$ cat src/rtl/id_ex_hazard_stage.sv
// ID/EX pipeline register with load-use hazard detection, bubble insertion and halt drain.
// Optional write-back bypass into the captured operands: define ID_WB_BYPASS_EN.
module id_ex_hazard_stage #(
  parameter int unsigned DATA_W       = 32,
  parameter int unsigned ADDR_W       = 11,
  parameter int unsigned REG_ADDR_W   = 5,
  parameter int unsigned CTRL_W       = 12,
  parameter int unsigned DRAIN_CYCLES = 3,
  parameter int unsigned STALL_CNT_W  = 16
) (
  input  logic                   i_clock,
  input  logic                   i_soft_reset,
  input  logic                   i_enable_pipeline,
  input  logic                   i_valid,
  input  logic [REG_ADDR_W-1:0]  i_rs,
  input  logic [REG_ADDR_W-1:0]  i_rt,
  input  logic [REG_ADDR_W-1:0]  i_rd,
  input  logic                   i_uses_rs,
  input  logic                   i_uses_rt,
  input  logic [DATA_W-1:0]      i_data_A,
  input  logic [DATA_W-1:0]      i_data_B,
  input  logic [DATA_W-1:0]      i_imm_ext,
  input  logic [CTRL_W-1:0]      i_ctrl,
  input  logic                   i_mem_read,
  input  logic                   i_reg_write,
  input  logic                   i_halt,
  input  logic [ADDR_W-1:0]      i_pc_next,
  input  logic                   i_wb_write,
  input  logic [REG_ADDR_W-1:0]  i_wb_reg,
  input  logic [DATA_W-1:0]      i_wb_data,
  output logic                   o_stall,
  output logic                   o_valid,
  output logic                   o_mem_read,
  output logic                   o_reg_write,
  output logic                   o_halt_detected,
  output logic [REG_ADDR_W-1:0]  o_rs,
  output logic [REG_ADDR_W-1:0]  o_rt,
  output logic [REG_ADDR_W-1:0]  o_rd,
  output logic [DATA_W-1:0]      o_data_A,
  output logic [DATA_W-1:0]      o_data_B,
  output logic [DATA_W-1:0]      o_imm_ext,
  output logic [CTRL_W-1:0]      o_ctrl,
  output logic [ADDR_W-1:0]      o_pc_next,
  output logic                   o_halted,
  output logic [STALL_CNT_W-1:0] o_stall_count
);

  localparam int unsigned DRAIN_W = $clog2(DRAIN_CYCLES + 1);

  typedef enum logic [1:0] {
    ST_RUN    = 2'd0,
    ST_DRAIN  = 2'd1,
    ST_HALTED = 2'd2
  } state_t;

  typedef struct packed {
    logic                  valid;
    logic                  mem_read;
    logic                  reg_write;
    logic                  halt_det;
    logic [REG_ADDR_W-1:0] rs;
    logic [REG_ADDR_W-1:0] rt;
    logic [REG_ADDR_W-1:0] rd;
    logic [DATA_W-1:0]     data_a;
    logic [DATA_W-1:0]     data_b;
    logic [DATA_W-1:0]     imm;
    logic [CTRL_W-1:0]     ctrl;
    logic [ADDR_W-1:0]     pc;
  } payload_t;

  state_t                 state_q, state_d;
  logic [DRAIN_W-1:0]     drain_q, drain_d;
  logic [STALL_CNT_W-1:0] stall_cnt_q, stall_cnt_d;
  payload_t               pay_q, pay_d;
  payload_t               capture;
  logic                   hz;

  // A bubble kills every side effect but leaves the datapath fields untouched.
  function automatic payload_t bubble(input payload_t p);
    payload_t b;
    b           = p;
    b.valid     = 1'b0;
    b.mem_read  = 1'b0;
    b.reg_write = 1'b0;
    b.halt_det  = 1'b0;
    b.ctrl      = '0;
    return b;
  endfunction

  assign hz = pay_q.valid && pay_q.mem_read && (pay_q.rt != '0) && i_valid &&
              ((i_uses_rs && (i_rs == pay_q.rt)) || (i_uses_rt && (i_rt == pay_q.rt)));

  always_comb begin
    capture           = '0;
    capture.valid     = i_valid;
    capture.mem_read  = i_mem_read;
    capture.reg_write = i_reg_write;
    capture.halt_det  = i_valid && i_halt;
    capture.rs        = i_rs;
    capture.rt        = i_rt;
    capture.rd        = i_rd;
    capture.imm       = i_imm_ext;
    capture.ctrl      = i_ctrl;
    capture.pc        = i_pc_next;
`ifdef ID_WB_BYPASS_EN
    capture.data_a = (i_wb_write && (i_wb_reg != '0) && (i_wb_reg == i_rs)) ? i_wb_data : i_data_A;
    capture.data_b = (i_wb_write && (i_wb_reg != '0) && (i_wb_reg == i_rt)) ? i_wb_data : i_data_B;
`else
    capture.data_a = i_data_A;
    capture.data_b = i_data_B;
`endif
  end

`ifndef ID_WB_BYPASS_EN
  logic unused_wb;
  assign unused_wb = ^{i_wb_write, i_wb_reg, i_wb_data};
`endif

  // Next-state: hazard bubble, capture, or drain toward HALTED.
  always_comb begin
    state_d     = state_q;
    drain_d     = drain_q;
    stall_cnt_d = stall_cnt_q;
    pay_d       = pay_q;
    if (i_enable_pipeline) begin
      case (state_q)
        ST_RUN: begin
          if (hz) begin
            pay_d = bubble(pay_q);
            if (stall_cnt_q != '1) stall_cnt_d = stall_cnt_q + STALL_CNT_W'(1);
          end else begin
            pay_d = capture;
            if (i_valid && i_halt) begin
              state_d = ST_DRAIN;
              drain_d = DRAIN_W'(DRAIN_CYCLES);
            end
          end
        end
        ST_DRAIN: begin
          pay_d   = bubble(pay_q);
          drain_d = drain_q - DRAIN_W'(1);
          if (drain_q == DRAIN_W'(1)) state_d = ST_HALTED;
        end
        ST_HALTED: pay_d = bubble(pay_q);
        default: state_d = ST_RUN;
      endcase
    end
  end

  always_ff @(posedge i_clock) begin
    if (i_soft_reset) begin
      state_q     <= ST_RUN;
      drain_q     <= '0;
      stall_cnt_q <= '0;
      pay_q       <= '0;
    end else begin
      state_q     <= state_d;
      drain_q     <= drain_d;
      stall_cnt_q <= stall_cnt_d;
      pay_q       <= pay_d;
    end
  end

  assign o_stall         = hz || (state_q != ST_RUN);
  assign o_valid         = pay_q.valid;
  assign o_mem_read      = pay_q.mem_read;
  assign o_reg_write     = pay_q.reg_write;
  assign o_halt_detected = pay_q.halt_det;
  assign o_rs            = pay_q.rs;
  assign o_rt            = pay_q.rt;
  assign o_rd            = pay_q.rd;
  assign o_data_A        = pay_q.data_a;
  assign o_data_B        = pay_q.data_b;
  assign o_imm_ext       = pay_q.imm;
  assign o_ctrl          = pay_q.ctrl;
  assign o_pc_next       = pay_q.pc;
  assign o_halted        = (state_q == ST_HALTED);
  assign o_stall_count   = stall_cnt_q;

endmodule

$ cat config.mk
export PLATFORM = sky130hd
export DESIGN_NAME = id_ex_hazard_stage
export DESIGN_NICKNAME = d
export VERILOG_FILES = /design/src/rtl/id_ex_hazard_stage.sv
export SDC_FILE = /design/constraint.sdc
export NUM_CORES = 1
export LEC_CHECK = 0
export BUFFER_PORTS_ARGS = -buffer_cell sky130_fd_sc_hd__buf_2
export CORE_AREA = 2 2 130 132
export DETAILED_ROUTE_END_ITERATION = 12
export DIE_AREA = 0 0 132 134
export MAX_ROUTING_LAYER = met4
export PLACE_DENSITY = 0.68
export SETUP_SLACK_MARGIN = 0.15
export SYNTH_ARGS = -nofsm -noshare
export SYNTH_HDL_FRONTEND = slang
export SYNTH_SLANG_ARGS = --single-unit
$ cat constraint.sdc
create_clock -name i_clock -period 2.99 [get_ports i_clock]
set_clock_uncertainty 0.2 [all_clocks]
set_input_delay 0.1495 -clock i_clock [delete_from_list [all_inputs] [get_ports i_clock]]
set_output_delay 0.1495 -clock i_clock [all_outputs]
set_load 0.01 [all_outputs]
==> results.md <==
* DIE AREA at 17700 µm²
* R2R Setup Slk at 0.44 ns
* Slew Viols, Final at 0
* Hold_buf cts at 138
* Antenna cells at 0
* Most frequent cells in the layout: buf_2, nand2_1, dfxtp_1
* Largest net degree at the start of global routing at 123
* Fin util at 0.587
* Clock sink count at 158
* Post-Syn Nets at 916
* Top cells by area, synth: dfxtp_1, nand2_1, a21oi_1
* Post-CTS Setup Bufs at 0
* Top_reg_cell synth: dfxtp_1
* Die height at 134 µm
* Crit-path max FO at 12
* PortBufs at 298
* Clock Latency Late Sink at 0.41 ns
* Compound-gate portion of the synthesized area at 0.167
* Worst Hold Depth at 2
* Busiest layer in global routing: met2
* Final setup fails at 0
* Std cell rows at 47
* Type of the worst setup path: reg2reg
* Combinational share of power at 0.180
* Required time of the critical path at 3.13 ns
* Sequential power share at 0.424
* Fraction of registers with async set/reset at 0
* Total CTS buffers at 17
* Fraction of power spent switching nets at 0.272
* Fraction of synthesized area in multiplexers at 0.00169
* Routed vias at 6575
* Status: completed
* Total global routing overflow at 0
* Cell count after synthesis at 729
* Register area share after synthesis at 0.534
* Tot GR Track Use at 0.218
* Placer congestion estimate at 0.773
* Netlist cell types at 36
* Mapped Area at 5920 µm²
* Crit. End Element: register
* Final WL at 19100 µm
* Routed Antenna Nets at 0
* M1 GR Usage at 0.259
* Tightest Pin Transition at 1.03 ns
* CTS clk-pin slew, worst paths at 0.07 ns
* Worst r2r dst: o_stall_count[9]
* Avg Synthesized Cell Area at 8.12 µm²
* #FFs+latches synth at 158
* Hold Vio Cnt, Final at 0
* Worst hold path type: in2reg
* # resized after CTS at 0
* Detailed placement HPWL at 11100 µm
* First-pass GRT wire length at 30900 µm
* Most common cell after layout, fill and taps aside: buf_2
* Vias in the first global route at 6301
* Share of cells above drive strength 1 at 0.296
* Max Clock Freq at 0.392 GHz
* Core ar. at 16300 µm²
* Switching power at 1.51 mW
* CP Launch Type: register
* Met3 usage in global routing at 0.0457
* PD cells at 581 nW/µm²
* Number of flops mapped to enable cells by yosys at 0
* Worst Setup EP: o_stall_count[9]
* H-tree Lvls at 4
* Tcrit/Tclk final at 0.853
* Post-synthesis xor/xnor area fraction at 0.0192
* Antenna violations before repair at 0
* FILL cells at 1375
* Final setup TNS at 0 ns
* Peak VDD IR at 331 µV
* Power Internal at 4.04 mW
* DR DRC count at 0
* Simple-gate share of the synthesized area at 0.222
* RSZ-0062 raised after global routing: false
* Max transition margin at 0.313
* Layout overhead on the synthesized area at 61.3%
* FF-to-FF Start: o_stall_count[0]
* Post-Synth Adder-Cell Area at 0.0127
* CTS Buffer Depth at 2
* Root Driver: clkbuf_16
* Yosys top cell by area: dfxtp_1
* Max_cap viols at 0
* Syn. warnings at 0
* CP startpoint: o_stall_count[0]
* Post-layout min period at 2.55 ns
* Synth top area share at 0.534
* Die extent in x at 132 µm
* Nets at 1329
* WL per Instance at 13.9 µm
* CP arrival at 2.69 ns
* 1st-iter DRT viols at 385
* Starting Density at 0.364
* Vias per inst at 4.79
* P_leak at 4.37 nW
* Worst Reg2Reg Path Length in Cells at 8
* 1st-pass router iterations at 5
* TritonCTS clock tree: yes
* M2 GR Usage at 0.366
* Clock power share at 0.397
* Number of top-level pins at 337
* Largest family of logic cells by synthesized area: simple AND/OR/NAND/NOR gates
-- layout make-up --
type,instances,area (µm²),area share
Clock inverter,12,161,0.0169
Sequential cell,158,3160,0.331
Inverter,4,15.0,0.00157
Timing Repair Buffer,444,2990,0.312
Multi-Input combinational cell,517,2520,0.264
Tap cell,220,275,0.0288
Clock buffer,19,433,0.0453
-- kinds of logic after synthesis --
kind of cell | after synthesis
buffers and inverters | 54
multiplexers | 1
AND/OR/NAND/NOR | 322
AO/OA/AOI/OAI | 175
XOR/XNOR | 13
adder cells (fa/ha/maj) | 6
flip-flops | 158
-- Yosys cell counts, types with 3 or more instances --
library cell,n
a21oi_1,137
a22oi_1,15
and3_1,6
buf_2,17
buf_4,8
clkbuf_1,24
dfxtp_1,158
ha_1,6
inv_1,4
nand2_1,258
nand3_1,6
nand4_1,8
nor2_1,23
nor3_1,3
o21ai_0,7
o31ai_1,5
or3_1,7
or4_1,5
xnor2_1,10
xor2_1,3
-- worst max-delay path: stages (launching register included) --
cell	delay, ns
dfxtp_1	0.36
ha_1	0.22
and3_1	0.21
and3_1	0.23
a41oi_2	0.28
nand3_2	0.12
buf_4	0.21
or4_1	0.50
a21oi_1	0.14
-- power groups by stage --
| stage | logic, mW | clock network [mW] | registers [mW] |
|---|---|---|---|
| after global placement | 0.836 | 0 | 2.39 |
| after floorplan | 0.416 | 0 | 2.47 |
| final | 0.998 | 2.20 | 2.35 |
| after global routing | 1.09 | 2.34 | 2.37 |
| after detailed placement | 0.846 | 0 | 2.39 |
| after CTS | 0.988 | 2.26 | 2.35 |
-- worst min path at each step --
| stage | start | endpoint | slack [ns] |
|---|---|---|---|
| after floorplan | i_data_A[0] | o_data_A[0] | 0.09 |
| after global placement | i_ctrl[4] | o_ctrl[4] | 0.18 |
| after detailed placement | i_imm_ext[9] | o_imm_ext[9] | 0.19 |
| after CTS | i_enable_pipeline | state_q[0] | 0.01 |
| after global routing | i_soft_reset | o_ctrl[7] | 0.05 |
| final | i_soft_reset | o_ctrl[3] | 0.05 |
-- flip-flops by register name, summed over array words and instances (netlist names) --
register         flops
o_rs                 5
o_halt_detected      1
drain_q              2
o_imm_ext           32
o_ctrl              12
o_rd                 5
o_reg_write          1
state_q              2
o_rt                 5
o_mem_read           1
o_stall_count       16
o_valid              1
o_pc_next           11
o_data_B            32
o_data_A            32
-- per-layer routing --
metal | part of all wire | up-vias
li1 | - | 3261
met1 | 0.41 | 3022
met5 | 0 | -
met4 | 0.018 | 0
met2 | 0.50 | 264
met3 | 0.068 | 28
-- through the flow --
| step | setup slack (ns) | std cells | hold WS, ns | area [µm²] | power [mW] |
|---|---|---|---|---|---|
| finish | 0.441 | 1374 | 0.0455 | 9550 | 5.55 |
| global route | 0.281 | 1374 | 0.0450 | 9550 | 5.80 |
| CTS | 0.428 | 1374 | 0.0133 | 9550 | 5.59 |
| detailed placement | 0.469 | 1205 | 0.194 | 7580 | 3.24 |
| global placement | 0.515 | 1205 | 0.183 | 7580 | 3.22 |
| floorplan | 0.682 | 729 | 0.0855 | 5920 | 2.88 |
Power figures use the tool's default switching activity.
